==> src/rtl/alu_share_ctrl_pkg.sv <==
// Shared constants for the ALU sharing front-end: opcodes, FSM states and
// the flag-class lookup that decides which architectural flags an op writes.
package alu_share_ctrl_pkg;

    localparam int W     = 16;
    localparam int OPC_W = 4;

    localparam logic [OPC_W-1:0] OP_ADD    = 4'b0000;
    localparam logic [OPC_W-1:0] OP_SUB    = 4'b0001;
    localparam logic [OPC_W-1:0] OP_XOR    = 4'b0010;
    localparam logic [OPC_W-1:0] OP_RED    = 4'b0011;
    localparam logic [OPC_W-1:0] OP_SLL    = 4'b0100;
    localparam logic [OPC_W-1:0] OP_SRA    = 4'b0101;
    localparam logic [OPC_W-1:0] OP_ROR    = 4'b0110;
    localparam logic [OPC_W-1:0] OP_PADDSB = 4'b0111;

    localparam logic [0:0] ST_IDLE = 1'b0;
    localparam logic [0:0] ST_HOLD = 1'b1;

    typedef enum logic [1:0] {
        FC_NONE = 2'd0,
        FC_Z    = 2'd1,
        FC_NZV  = 2'd2
    } flag_class_e;

    function automatic flag_class_e flag_class(input logic [OPC_W-1:0] op);
        case (op)
            OP_ADD, OP_SUB:                 return FC_NZV;
            OP_XOR, OP_SLL, OP_SRA, OP_ROR: return FC_Z;
            default:                        return FC_NONE;
        endcase
    endfunction

endpackage

==> src/rtl/alu_share_ctrl_if.sv <==
// One requester channel: request valid/ready with ALU payload, and the
// registered response returned to that requester.
interface alu_share_ctrl_if;
    import alu_share_ctrl_pkg::*;

    logic             req_valid;
    logic             req_ready;
    logic [OPC_W-1:0] req_opcode;
    logic [W-1:0]     req_a;
    logic [W-1:0]     req_b;
    logic [3:0]       req_shamt;
    logic             rsp_valid;
    logic             rsp_ready;
    logic [W-1:0]     rsp_data;
    logic             rsp_err;

    modport master (
        output req_valid, req_opcode, req_a, req_b, req_shamt, rsp_ready,
        input  req_ready, rsp_valid, rsp_data, rsp_err
    );

    modport slave (
        input  req_valid, req_opcode, req_a, req_b, req_shamt, rsp_ready,
        output req_ready, rsp_valid, rsp_data, rsp_err
    );

endinterface

==> src/rtl/alu_share_ctrl_rr_arb2.sv <==
// Two-way round-robin arbiter; on a tie the port not granted last wins.
module rr_arb2 (
    input  logic       clk,
    input  logic       rst_n,
    input  logic       en_i,
    input  logic [1:0] req_i,
    output logic [1:0] gnt_o
);

    logic last_q, last_d;

    always_comb begin
        gnt_o = 2'b00;
        if (en_i) begin
            if (req_i == 2'b11) gnt_o = last_q ? 2'b01 : 2'b10;
            else                gnt_o = req_i;
        end
    end

    always_comb begin
        last_d = last_q;
        if (gnt_o[0])      last_d = 1'b0;
        else if (gnt_o[1]) last_d = 1'b1;
    end

    // Reset to port 1 so port 0 takes the first tie.
    always_ff @(posedge clk or negedge rst_n) begin
        if (!rst_n) last_q <= 1'b1;
        else        last_q <= last_d;
    end

endmodule

==> src/rtl/alu_share_ctrl.sv <==
// Shares one combinational ALU between the EX stage (port 0) and the helper
// path (port 1); registers the result and owns the Z/V/N flag register.
//   state   | meaning
//   IDLE    | no result held, either port may be granted
//   HOLD    | result held for owner_q until its rsp_ready
module alu_share_ctrl
    import alu_share_ctrl_pkg::*;
(
    input  logic             clk,
    input  logic             rst_n,
    alu_share_ctrl_if.slave  p0_if,
    alu_share_ctrl_if.slave  p1_if,
    output logic [W-1:0]     alu_in1_o,
    output logic [W-1:0]     alu_in2_o,
    output logic [OPC_W-1:0] alu_opcode_o,
    output logic [3:0]       alu_shamt_o,
    input  logic [W-1:0]     alu_out_i,
    input  logic             alu_z_i,
    input  logic             alu_n_i,
    input  logic             alu_v_i,
    output logic             flag_z_o,
    output logic             flag_v_o,
    output logic             flag_n_o
);

    logic [0:0]       state_q, state_d;
    logic             owner_q, owner_d;
    logic [W-1:0]     result_q, result_d;
    logic             err_q, err_d;
    logic             flag_z_q, flag_z_d;
    logic             flag_v_q, flag_v_d;
    logic             flag_n_q, flag_n_d;
    logic [1:0]       gnt;
    logic             rsp_hs, arb_en, legal, sel_port;
    logic [OPC_W-1:0] sel_op;
    logic [3:0]       sel_shamt;
    logic [W-1:0]     sel_a, sel_b;

    assign rsp_hs = (state_q == ST_HOLD) && (owner_q ? p1_if.rsp_ready : p0_if.rsp_ready);
    // Readies are forced low while reset is asserted.
    assign arb_en = rst_n && ((state_q == ST_IDLE) || rsp_hs);

    rr_arb2 u_arb (
        .clk   (clk),
        .rst_n (rst_n),
        .en_i  (arb_en),
        .req_i ({p1_if.req_valid, p0_if.req_valid}),
        .gnt_o (gnt)
    );

    assign p0_if.req_ready = gnt[0];
    assign p1_if.req_ready = gnt[1];

    assign sel_port  = gnt[1];
    assign sel_op    = sel_port ? p1_if.req_opcode : p0_if.req_opcode;
    assign sel_a     = sel_port ? p1_if.req_a      : p0_if.req_a;
    assign sel_b     = sel_port ? p1_if.req_b      : p0_if.req_b;
    assign sel_shamt = sel_port ? p1_if.req_shamt  : p0_if.req_shamt;
    assign legal     = ~sel_op[3];

    always_comb begin
        alu_opcode_o = OP_ADD;
        alu_in1_o    = '0;
        alu_in2_o    = '0;
        alu_shamt_o  = '0;
        if ((|gnt) && legal) begin
            alu_opcode_o = sel_op;
            alu_in1_o    = sel_a;
            alu_in2_o    = sel_b;
            alu_shamt_o  = sel_shamt;
        end
    end

    always_comb begin
        state_d  = state_q;
        owner_d  = owner_q;
        result_d = result_q;
        err_d    = err_q;
        flag_z_d = flag_z_q;
        flag_v_d = flag_v_q;
        flag_n_d = flag_n_q;
        if (|gnt) begin
            state_d  = ST_HOLD;
            owner_d  = sel_port;
            result_d = legal ? alu_out_i : '0;
            err_d    = ~legal;
            if (gnt[0] && legal) begin
                case (flag_class(sel_op))
                    FC_NZV: begin
                        flag_z_d = alu_z_i;
                        flag_v_d = alu_v_i;
                        flag_n_d = alu_n_i;
                    end
                    FC_Z:    flag_z_d = alu_z_i;
                    default: ;
                endcase
            end
        end else if (rsp_hs) begin
            state_d = ST_IDLE;
        end
    end

    always_ff @(posedge clk or negedge rst_n) begin
        if (!rst_n) begin
            state_q  <= ST_IDLE;
            owner_q  <= 1'b0;
            result_q <= '0;
            err_q    <= 1'b0;
            flag_z_q <= 1'b0;
            flag_v_q <= 1'b0;
            flag_n_q <= 1'b0;
        end else begin
            state_q  <= state_d;
            owner_q  <= owner_d;
            result_q <= result_d;
            err_q    <= err_d;
            flag_z_q <= flag_z_d;
            flag_v_q <= flag_v_d;
            flag_n_q <= flag_n_d;
        end
    end

    assign p0_if.rsp_valid = (state_q == ST_HOLD) && !owner_q;
    assign p1_if.rsp_valid = (state_q == ST_HOLD) &&  owner_q;
    assign p0_if.rsp_data  = p0_if.rsp_valid ? result_q : '0;
    assign p1_if.rsp_data  = p1_if.rsp_valid ? result_q : '0;
    assign p0_if.rsp_err   = p0_if.rsp_valid && err_q;
    assign p1_if.rsp_err   = p1_if.rsp_valid && err_q;

    assign flag_z_o = flag_z_q;
    assign flag_v_o = flag_v_q;
    assign flag_n_o = flag_n_q;

endmodule

==> src/flat_wrapper.sv <==
// flat-port wrapper written by rule: the top's interface ports become plain ports
module alu_share_ctrl_flat import alu_share_ctrl_pkg::*;
  (clk, rst_n, alu_in1_o, alu_in2_o, alu_opcode_o, alu_shamt_o, alu_out_i, alu_z_i, alu_n_i, alu_v_i, flag_z_o, flag_v_o, flag_n_o, p0_if_req_valid, p0_if_req_opcode, p0_if_req_a, p0_if_req_b, p0_if_req_shamt, p0_if_rsp_ready, p0_if_req_ready, p0_if_rsp_valid, p0_if_rsp_data, p0_if_rsp_err, p1_if_req_valid, p1_if_req_opcode, p1_if_req_a, p1_if_req_b, p1_if_req_shamt, p1_if_rsp_ready, p1_if_req_ready, p1_if_rsp_valid, p1_if_rsp_data, p1_if_rsp_err);
  alu_share_ctrl_if p0_if_i ();
  alu_share_ctrl_if p1_if_i ();
  input  logic clk;
  input  logic rst_n;
  output logic [W-1:0] alu_in1_o;
  output logic [W-1:0] alu_in2_o;
  output logic [OPC_W-1:0] alu_opcode_o;
  output logic [3:0] alu_shamt_o;
  input  logic [W-1:0] alu_out_i;
  input  logic alu_z_i;
  input  logic alu_n_i;
  input  logic alu_v_i;
  output logic flag_z_o;
  output logic flag_v_o;
  output logic flag_n_o;
  input wire logic [$bits(p0_if_i.req_valid)-1:0] p0_if_req_valid;
  input wire logic [$bits(p0_if_i.req_opcode)-1:0] p0_if_req_opcode;
  input wire logic [$bits(p0_if_i.req_a)-1:0] p0_if_req_a;
  input wire logic [$bits(p0_if_i.req_b)-1:0] p0_if_req_b;
  input wire logic [$bits(p0_if_i.req_shamt)-1:0] p0_if_req_shamt;
  input wire logic [$bits(p0_if_i.rsp_ready)-1:0] p0_if_rsp_ready;
  output wire logic [$bits(p0_if_i.req_ready)-1:0] p0_if_req_ready;
  output wire logic [$bits(p0_if_i.rsp_valid)-1:0] p0_if_rsp_valid;
  output wire logic [$bits(p0_if_i.rsp_data)-1:0] p0_if_rsp_data;
  output wire logic [$bits(p0_if_i.rsp_err)-1:0] p0_if_rsp_err;
  input wire logic [$bits(p1_if_i.req_valid)-1:0] p1_if_req_valid;
  input wire logic [$bits(p1_if_i.req_opcode)-1:0] p1_if_req_opcode;
  input wire logic [$bits(p1_if_i.req_a)-1:0] p1_if_req_a;
  input wire logic [$bits(p1_if_i.req_b)-1:0] p1_if_req_b;
  input wire logic [$bits(p1_if_i.req_shamt)-1:0] p1_if_req_shamt;
  input wire logic [$bits(p1_if_i.rsp_ready)-1:0] p1_if_rsp_ready;
  output wire logic [$bits(p1_if_i.req_ready)-1:0] p1_if_req_ready;
  output wire logic [$bits(p1_if_i.rsp_valid)-1:0] p1_if_rsp_valid;
  output wire logic [$bits(p1_if_i.rsp_data)-1:0] p1_if_rsp_data;
  output wire logic [$bits(p1_if_i.rsp_err)-1:0] p1_if_rsp_err;
  assign p0_if_i.req_valid = p0_if_req_valid;
  assign p0_if_i.req_opcode = p0_if_req_opcode;
  assign p0_if_i.req_a = p0_if_req_a;
  assign p0_if_i.req_b = p0_if_req_b;
  assign p0_if_i.req_shamt = p0_if_req_shamt;
  assign p0_if_i.rsp_ready = p0_if_rsp_ready;
  assign p0_if_req_ready = p0_if_i.req_ready;
  assign p0_if_rsp_valid = p0_if_i.rsp_valid;
  assign p0_if_rsp_data = p0_if_i.rsp_data;
  assign p0_if_rsp_err = p0_if_i.rsp_err;
  assign p1_if_i.req_valid = p1_if_req_valid;
  assign p1_if_i.req_opcode = p1_if_req_opcode;
  assign p1_if_i.req_a = p1_if_req_a;
  assign p1_if_i.req_b = p1_if_req_b;
  assign p1_if_i.req_shamt = p1_if_req_shamt;
  assign p1_if_i.rsp_ready = p1_if_rsp_ready;
  assign p1_if_req_ready = p1_if_i.req_ready;
  assign p1_if_rsp_valid = p1_if_i.rsp_valid;
  assign p1_if_rsp_data = p1_if_i.rsp_data;
  assign p1_if_rsp_err = p1_if_i.rsp_err;
  alu_share_ctrl u_core (.clk(clk), .rst_n(rst_n), .p0_if(p0_if_i), .p1_if(p1_if_i), .alu_in1_o(alu_in1_o), .alu_in2_o(alu_in2_o), .alu_opcode_o(alu_opcode_o), .alu_shamt_o(alu_shamt_o), .alu_out_i(alu_out_i), .alu_z_i(alu_z_i), .alu_n_i(alu_n_i), .alu_v_i(alu_v_i), .flag_z_o(flag_z_o), .flag_v_o(flag_v_o), .flag_n_o(flag_n_o));
endmodule
==> config.mk <==
export PLATFORM = sky130hd
export DESIGN_NAME = alu_share_ctrl_flat
export DESIGN_NICKNAME = d
export VERILOG_FILES = /design/src/rtl/alu_share_ctrl_pkg.sv /design/src/rtl/alu_share_ctrl_if.sv /design/src/rtl/alu_share_ctrl_rr_arb2.sv /design/src/rtl/alu_share_ctrl.sv /design/src/flat_wrapper.sv
export SDC_FILE = /design/constraint.sdc
export NUM_CORES = 1
export LEC_CHECK = 0
export BUFFER_PORTS_ARGS = -buffer_cell sky130_fd_sc_hd__buf_2
export CELL_PAD_IN_SITES_DETAIL_PLACEMENT = 0
export CELL_PAD_IN_SITES_GLOBAL_PLACEMENT = 1
export CORE_AREA = 2 2 90 92
export CTS_BUF_LIST = sky130_fd_sc_hd__clkbuf_16
export DETAILED_ROUTE_END_ITERATION = 16
export DIE_AREA = 0 0 92 94
export PLACE_DENSITY_LB_ADDON = 0.1
export SKIP_LAST_GASP = 1
export SLEW_MARGIN = 25
export SYNTH_ARGS = -nofsm -noshare
export SYNTH_HDL_FRONTEND = slang
export SYNTH_SLANG_ARGS = --single-unit
==> constraint.sdc <==
create_clock -name clk -period 3.6 [get_ports clk]
set_input_delay 0.18 -clock clk [delete_from_list [all_inputs] [get_ports clk]]
set_output_delay 0.18 -clock clk [all_outputs]
set_load 0.03 [all_outputs]
## Word-level counts from Yosys, hierarchy flattened

Cells that the tools add are included.

| operators by class | value |
|---|---|
| reduce and logical (&&, ||, !) cells | 19 |
| equality and inequality tests | 8 |
| bitwise logic cells | 2 |
| mux-type cells | 22 |

Operators with widths:

| cell | count |
|---|---|
| 2-to-1 mux 16 bit | 7 |
| 2-to-1 mux 4 bit | 4 |
| equality test 4 x 3 -> 1 bit (second input constant) | 3 |
| 2-to-1 mux 2 bit | 5 |
| logical AND 1 bit | 8 |
| AND reduction 3 bit | 2 |
| OR reduction 2 bit | 3 |
| 2-to-1 mux 1 bit | 5 |
| equality test 2 bit (second input constant) | 2 |
| equality test 4 x 1 -> 1 bit (second input constant) | 1 |
| equality test 4 x 2 -> 1 bit (second input constant) | 1 |
| zero test 4 bit | 1 |
| one-hot mux 2 bit (2 select lines) | 1 |
| nonzero test 2 bit | 2 |
| OR reduction 4 bit | 1 |
| equality test 2 x 1 -> 1 bit (second input constant) | 1 |
| NOT 1 bit | 2 |
| zero test 1 bit | 1 |
| logical OR 1 bit | 1 |

| word-level totals | value |
|---|---|
| register bits after elaboration | 23 |

## Depth between registers and ports, before layout

| logic depth | value |
|---|---|
| word-level depth | 14 |
| depth in mapped cells | 7 |

## Hierarchy

A second synthesis with hierarchy kept.

| unflattened totals | value |
|---|---|
| cells, all modules | 234 |
| area, all modules | 1,848.0 sq um |

By module, submodules not included:

| module | area each (sq um) | cells an instance | times used | sequential area each (sq um) |
|---|---|---|---|---|
| alu_share_ctrl | 1,785.5 | 226 | 1 | 550.5 |
| rr_arb2 | 62.6 | 8 | 1 | 26.3 |

## Worst setup path before layout

Ideal clock, no wire load.

| timing path | value |
|---|---|
| kind | register to register |
| start point | register u_core.owner_q |
| end point | register u_core.flag_z_q, in the netlist u_core.flag_z_o |
| required time | 3,475 ps |
| path slack | 916 ps |
| stages on the path, launching flop included | 8 |
| arrival time | 2,559 ps |
| buffers on the path | 0 |
| cells stage by stage | dfrtp_1 mux2_4 o21ai_0 nor2_1 mux2_2 ha_1 nor4_1 mux2_2 |

| between the ends | value |
|---|---|
| longest elaborated chain between the ends | 14 |
| elaborated cells between the ends (all ways) | 24 |
| classes of those cells | eq/ne (7); mux (6); bitwise (1); reduce/logical (10) |

RTL lines:

| item | RTL line | source |
|---|---|---|
| from (decl) | alu_share_ctrl.sv:27 | `logic owner_q, owner_d;` |
| from (signal assigned) | alu_share_ctrl.sv:114 | `owner_q <= owner_d;` |
| 2-to-1 mux 1 bit (*) | alu_share_ctrl.sv:39 | `assign rsp_hs = (state_q == ST_HOLD) && (owner_q ? p1_if.rsp_ready : p0_if.rsp_ready);` |
| logical AND 1 bit (*) | alu_share_ctrl.sv:39 |  |
| logical OR 1 bit (*) | alu_share_ctrl.sv:41 | `assign arb_en = rst_n && ((state_q == ST_IDLE) \|\| rsp_hs);` |
| logical AND 1 bit (*) | alu_share_ctrl.sv:41 |  |
| 2-to-1 mux 2 bit (*) | alu_share_ctrl_rr_arb2.sv:14 | `if (en_i) begin` |
| named net p1_if_req_ready | flat_wrapper.sv:35 | `output wire logic [$bits(p1_if_i.req_ready)-1:0] p1_if_req_ready;` |
| 2-to-1 mux 4 bit | alu_share_ctrl.sv:55 | `assign sel_op = sel_port ? p1_if.req_opcode : p0_if.req_opcode;` |
| equality test 4 x 2 -> 1 bit, or another cell as far along | alu_share_ctrl_pkg.sv:27 | `case (op)` |
| OR reduction 4 bit / OR reduction 2 bit (equally long branches) | alu_share_ctrl_pkg.sv:27 |  |
| one-hot mux 2 bit (2 select lines) | alu_share_ctrl_pkg.sv:27 |  |
| 2-to-1 mux 2 bit | alu_share_ctrl.sv:87 | `if (gnt[0] && legal) begin` |
| 2-to-1 mux 2 bit | alu_share_ctrl.sv:82 | `if (\|gnt) begin` |
| equality test 2 x 1 -> 1 bit / equality test 2 bit (equally long branches) | alu_share_ctrl.sv:88 | `case (flag_class(sel_op))` |
| OR reduction 2 bit (no line) | - |  |
| AND reduction 3 bit (no line) (*) | - |  |
| to (signal assigned) | alu_share_ctrl.sv:117 | `flag_z_q <= flag_z_d;` |
| to (decl) | alu_share_ctrl.sv:30 | `logic flag_z_q, flag_z_d;` |

Mark *: on every way through the listed nets, which the timed path passes. The rest lies on a longest branch. The select of a mux whose other input is x is not followed.
A chain may end at the register's enable or synchronous reset.

## Final worst setup path

| timing path | value |
|---|---|
| start point | register u_core.state_q |
| end point | register u_core.flag_z_q, in the netlist u_core.flag_z_o |

| between the ends | value |
|---|---|
| longest elaborated chain between the ends | 13 |
| elaborated cells between the ends (all ways) | 24 |
| classes of those cells | eq/ne (7); mux (5); bitwise (2); reduce/logical (10) |

RTL lines:

| item | RTL line | source |
|---|---|---|
| from (decl) | alu_share_ctrl.sv:26 | `logic [0:0] state_q, state_d;` |
| from (signal assigned) | alu_share_ctrl.sv:113 | `state_q <= state_d;` |
| logical AND 1 bit / NOT 1 bit (equally long branches) | alu_share_ctrl.sv:39, alu_share_ctrl.sv:41 |  |
| logical OR 1 bit (*) | alu_share_ctrl.sv:41 |  |
| logical AND 1 bit (*) | alu_share_ctrl.sv:41 |  |
| 2-to-1 mux 2 bit (*) | alu_share_ctrl_rr_arb2.sv:14 |  |
| 2-to-1 mux 4 bit | alu_share_ctrl.sv:55 |  |
| equality test 4 x 2 -> 1 bit, or another cell as far along | alu_share_ctrl_pkg.sv:27 |  |
| OR reduction 4 bit / OR reduction 2 bit (equally long branches) | alu_share_ctrl_pkg.sv:27 |  |
| one-hot mux 2 bit (2 select lines) | alu_share_ctrl_pkg.sv:27 |  |
| 2-to-1 mux 2 bit | alu_share_ctrl.sv:87 |  |
| 2-to-1 mux 2 bit | alu_share_ctrl.sv:82 |  |
| equality test 2 x 1 -> 1 bit / equality test 2 bit (equally long branches) | alu_share_ctrl.sv:88 |  |
| OR reduction 2 bit (no line) | - |  |
| AND reduction 3 bit (no line) (*) | - |  |

Every way passes the cells marked *; elsewhere a longest branch is shown, timed or not. The select of a mux whose other input is x is not followed.

==> metrics.yaml <==
run_status:
  status: "finished clean"
worst_hold_path:
  hp-class: "primary input to register"
  hold_path_depth: 2
  hp-start: "alu_out_i[8]"
  hold_end: "u_core.result_q[8]$_DFFE_PN0P_"
routing:
  met3_length_um: 479
  wl_per_cell_um: 13.2
  dr.pass1.iters: 4
  routed_wl_um: 6930
  wl_met2_um: 3450
  remaining_drc_errors: 0
  drtAntennaViolNets: 0
  wl_met1_um: 3010
  top_layer_used: "met3"
  route.vias.total: 2348
  avgViaCountPerCell: 4.47
  drt_iter0_markers: 106
floorplan:
  fp.dieW_um: 92
  io_pins: 186
  dieArea_mm2: 0.00865
  chipHeight_um: 94
  coreArea_mm2: 0.00761
  initial_core_util_pct: 23.6
  rows: 32
worst_setup_path:
  cp-start-kind: "register"
  reg2reg_from: "u_core.state_q$_DFFE_PN0P_"
  rr_endpoint: "u_core.flag_z_o$_DFFE_PN0P_"
  crit_path_top_delay_cell: "dfrtp_1"
  worst-r2r-cell-count: 7
  regToRegSetupSlack_ns: 0.84
  cp_slowest_stage_delay_ns: 0.66
  cp_num_buf_inv: 1
  critPathRequiredTime_ns: 3.74
  cp-end-kind: "register"
  worstPathCellList: "inv_1 > o21ai_0 > nor2_1 > mux2_2 > ha_1 > nor4_1 > mux2_2"
  cp.depth: 7
  path_common_cell: "mux2_2"
  path_class: "register to register"
  crit_family: "multiplexers"
  path_max_fanout: 19
  crit_arrival_ns: 2.90
final_layout:
  drive_gt1_share_pct: 48.0
  final-seq-area_um2: 577
  nets: 530
  fill_cells: 829
  synthToLayoutAreaGrowth_pct: 59.9
  diodes: 0
  multiInputGateArea_mm2: 0.00111
yosys:
  ys_types: 34
  synth_largest_area_cell: "dfrtp_1"
  synthArstFlopShare_pct: 100
  synth-main-ff-cell: "dfrtp_1"
  yosys_warnings: 0
  synth.top_cell.area_share_pct: 30.7
  synth.top_cells.by_area: "dfrtp_1 31%, nand2_1 17%, a21oi_1 11%"
  synthCells: 249
  ys_seq_elements: 23
  syn_area_per_cell_um2: 7.20
  yosys.cell_count.top_type: "nand2_1"
  yosys-top-cells-count: "80 x nand2_1, 40 x a21oi_1, 22 x dfrtp_1"
  ys_seq_area_share_pct: 32.2
  netlist_area_mm2: 0.00179
  synth_edf_count: 0
  synth_nets: 355
clock_network:
  cts.sinks: 23
  insertion_delay_ns: 0.25
  root_buffer: "clkbuf_16"
  cts_buffer_depth: 2
  cts_buffers: 3
  htree_levels: 1
  post-cts-setup-buffers: 0
  cts_hold_buffers: 1
  cts_tree: "built"
  path_clk_slew_ns: 0.06
  post_cts_resized: 0
sta:
  setup_viol_count_final: 0
  hold_slack_ns: 0.145
  finalSetupTns_ns: 0
  worst_slew_pin_slew_ns: 0.883
  finalMaxSlewViolations: 0
  rsz0062_at_grt: "no"
  hold_viol_final: 0
  fin_crit_ns: 2.76
  fin_ws_ns: 0.842
  fin_skew_ns: 0.00219
  fmax_mhz: 363
  finalCritPeriodShare_pct: 76.6
  slew_headroom_pct: 40.9
run:
  cap_violations: 0
power:
  p_per_area_mw_per_mm2: 457
  ir_drop_v: 0.000282
  leakage_nw: 1.76
grt:
  grt_pass1_vias: 2040
  gr-total-overflow: 0
  grt_pass1_wl_um: 10300
  grt_antenna_before_repair: 0
  track_usage_pct: 14.4
  grt_max_degree: 41
placed_design:
  dp_slack_ns: 0.857
  hpwl_um: 5220
  gp_congestion: 0.761
  port-buffer-count: 184
-- cell families (layout without fill, tap and decap cells) --
family / Yosys count / after routing / synth area share, %
simple gates: 129 / 129 / 32.9
compound gates: 67 / 67 / 23.9
flops: 23 / 23 / 32.2
buf+inv: 22 / 196 / 6.21
mux: 6 / 6 / 3.91
fa+ha+maj: 1 / 1 / 0.698
other cells: 1 / 1 / 0.209
-- how the worst max path moves through the flow --
stage,endpoint,startpoint,slack [ns]
detailed placement,u_core.flag_z_o$_DFFE_PN0P_,u_core.state_q$_DFFE_PN0P_,0.86
finish,u_core.flag_z_o$_DFFE_PN0P_,u_core.state_q$_DFFE_PN0P_,0.84
global placement,u_core.flag_z_o$_DFFE_PN0P_,u_core.state_q$_DFFE_PN0P_,0.95
CTS,u_core.flag_z_o$_DFFE_PN0P_,u_core.state_q$_DFFE_PN0P_,0.86
floorplan,u_core.flag_z_o$_DFFE_PN0P_,u_core.owner_q$_DFFE_PN0P_,0.92
global route,u_core.flag_z_o$_DFFE_PN0P_,u_core.state_q$_DFFE_PN0P_,0.63
-- layer usage --
metal  vias to the layer above  GRT usage [%]
li1                       1192              -
met1                      1072           19.0
met2                        84           25.3
met3                         0           3.21
met4                         0          0.622
met5                         -              0
-- state kept, by name, summed over array words and instances, names as in the netlist --
name	count
u_core.u_arb.last_q	1
u_core.result_q	16
u_core.flag_n_o	1
u_core.state_q	1
u_core.flag_v_o	1
u_core.owner_q	1
u_core.err_q	1
u_core.flag_z_o	1
-- where the power goes --
group,internal (mW),switching (mW)
Clock,0.148,0.0897
Sequential,0.330,0.0611
Combinational,0.237,0.445
Total,0.715,0.596
-- per-stage QoR --
stage               instance area (um2)  power (mW)  util [%]  std cells
floorplan                          1790       0.855         -        249
global placement                   2780        1.08      36.5        520
detailed placement                 2780        1.08      36.5        520
CTS                                2870        1.33      37.7        525
global route                       2870        1.40      37.7        525
finish                             2870        1.31      37.7        525
-- worst reg2reg max path, cell delays in order (launching register included) --
cell and delay [ns]:
dfrtp_1 0.66, inv_1 0.20, o21ai_0 0.38, nor2_1 0.18, mux2_2 0.31, ha_1 0.27, nor4_1 0.29, mux2_2 0.37
-- final cells by class --
class | count | area share [%]
repair buffers | 190 | 33.8
inverters | 2 | 0.262
flip-flops and latches | 23 | 20.1
well taps | 102 | 4.45
clock inverters | 1 | 0.131
multi-input cells | 204 | 38.7
clock buffers | 3 | 2.62
-- cell usage in the layout, fill, tap and decap left out --
master / Yosys / routed
a211oi_1: 2 / 2
a21bo_2: 1 / 1
a21boi_2: 0 / 1
a21o_1: 1 / 1
a21oi_1: 40 / 40
a22o_1: 17 / 17
and2_1: 17 / 17
and2_4: 1 / 1
and3_1: 17 / 17
buf_2: 5 / 184
buf_4: 1 / 5
clkbuf_16: 0 / 3
conb_1: 1 / 1
dfrtp_1: 22 / 22
dfstp_2: 1 / 1
dlygate4sd3_1: 0 / 1
ha_1: 1 / 1
inv_1: 2 / 3
mux2_2: 4 / 4
mux2_4: 1 / 1
mux2i_1: 1 / 1
nand2_1: 80 / 80
nand2b_1: 2 / 2
nand3_1: 1 / 1
nor2_1: 6 / 6
nor2b_1: 1 / 1
nor3_1: 3 / 3
nor4_1: 1 / 1
o21a_4: 1 / 1
o21ai_0: 2 / 2
o21ai_2: 1 / 1
o22ai_1: 1 / 1
(Power assumes the default switching activity.)
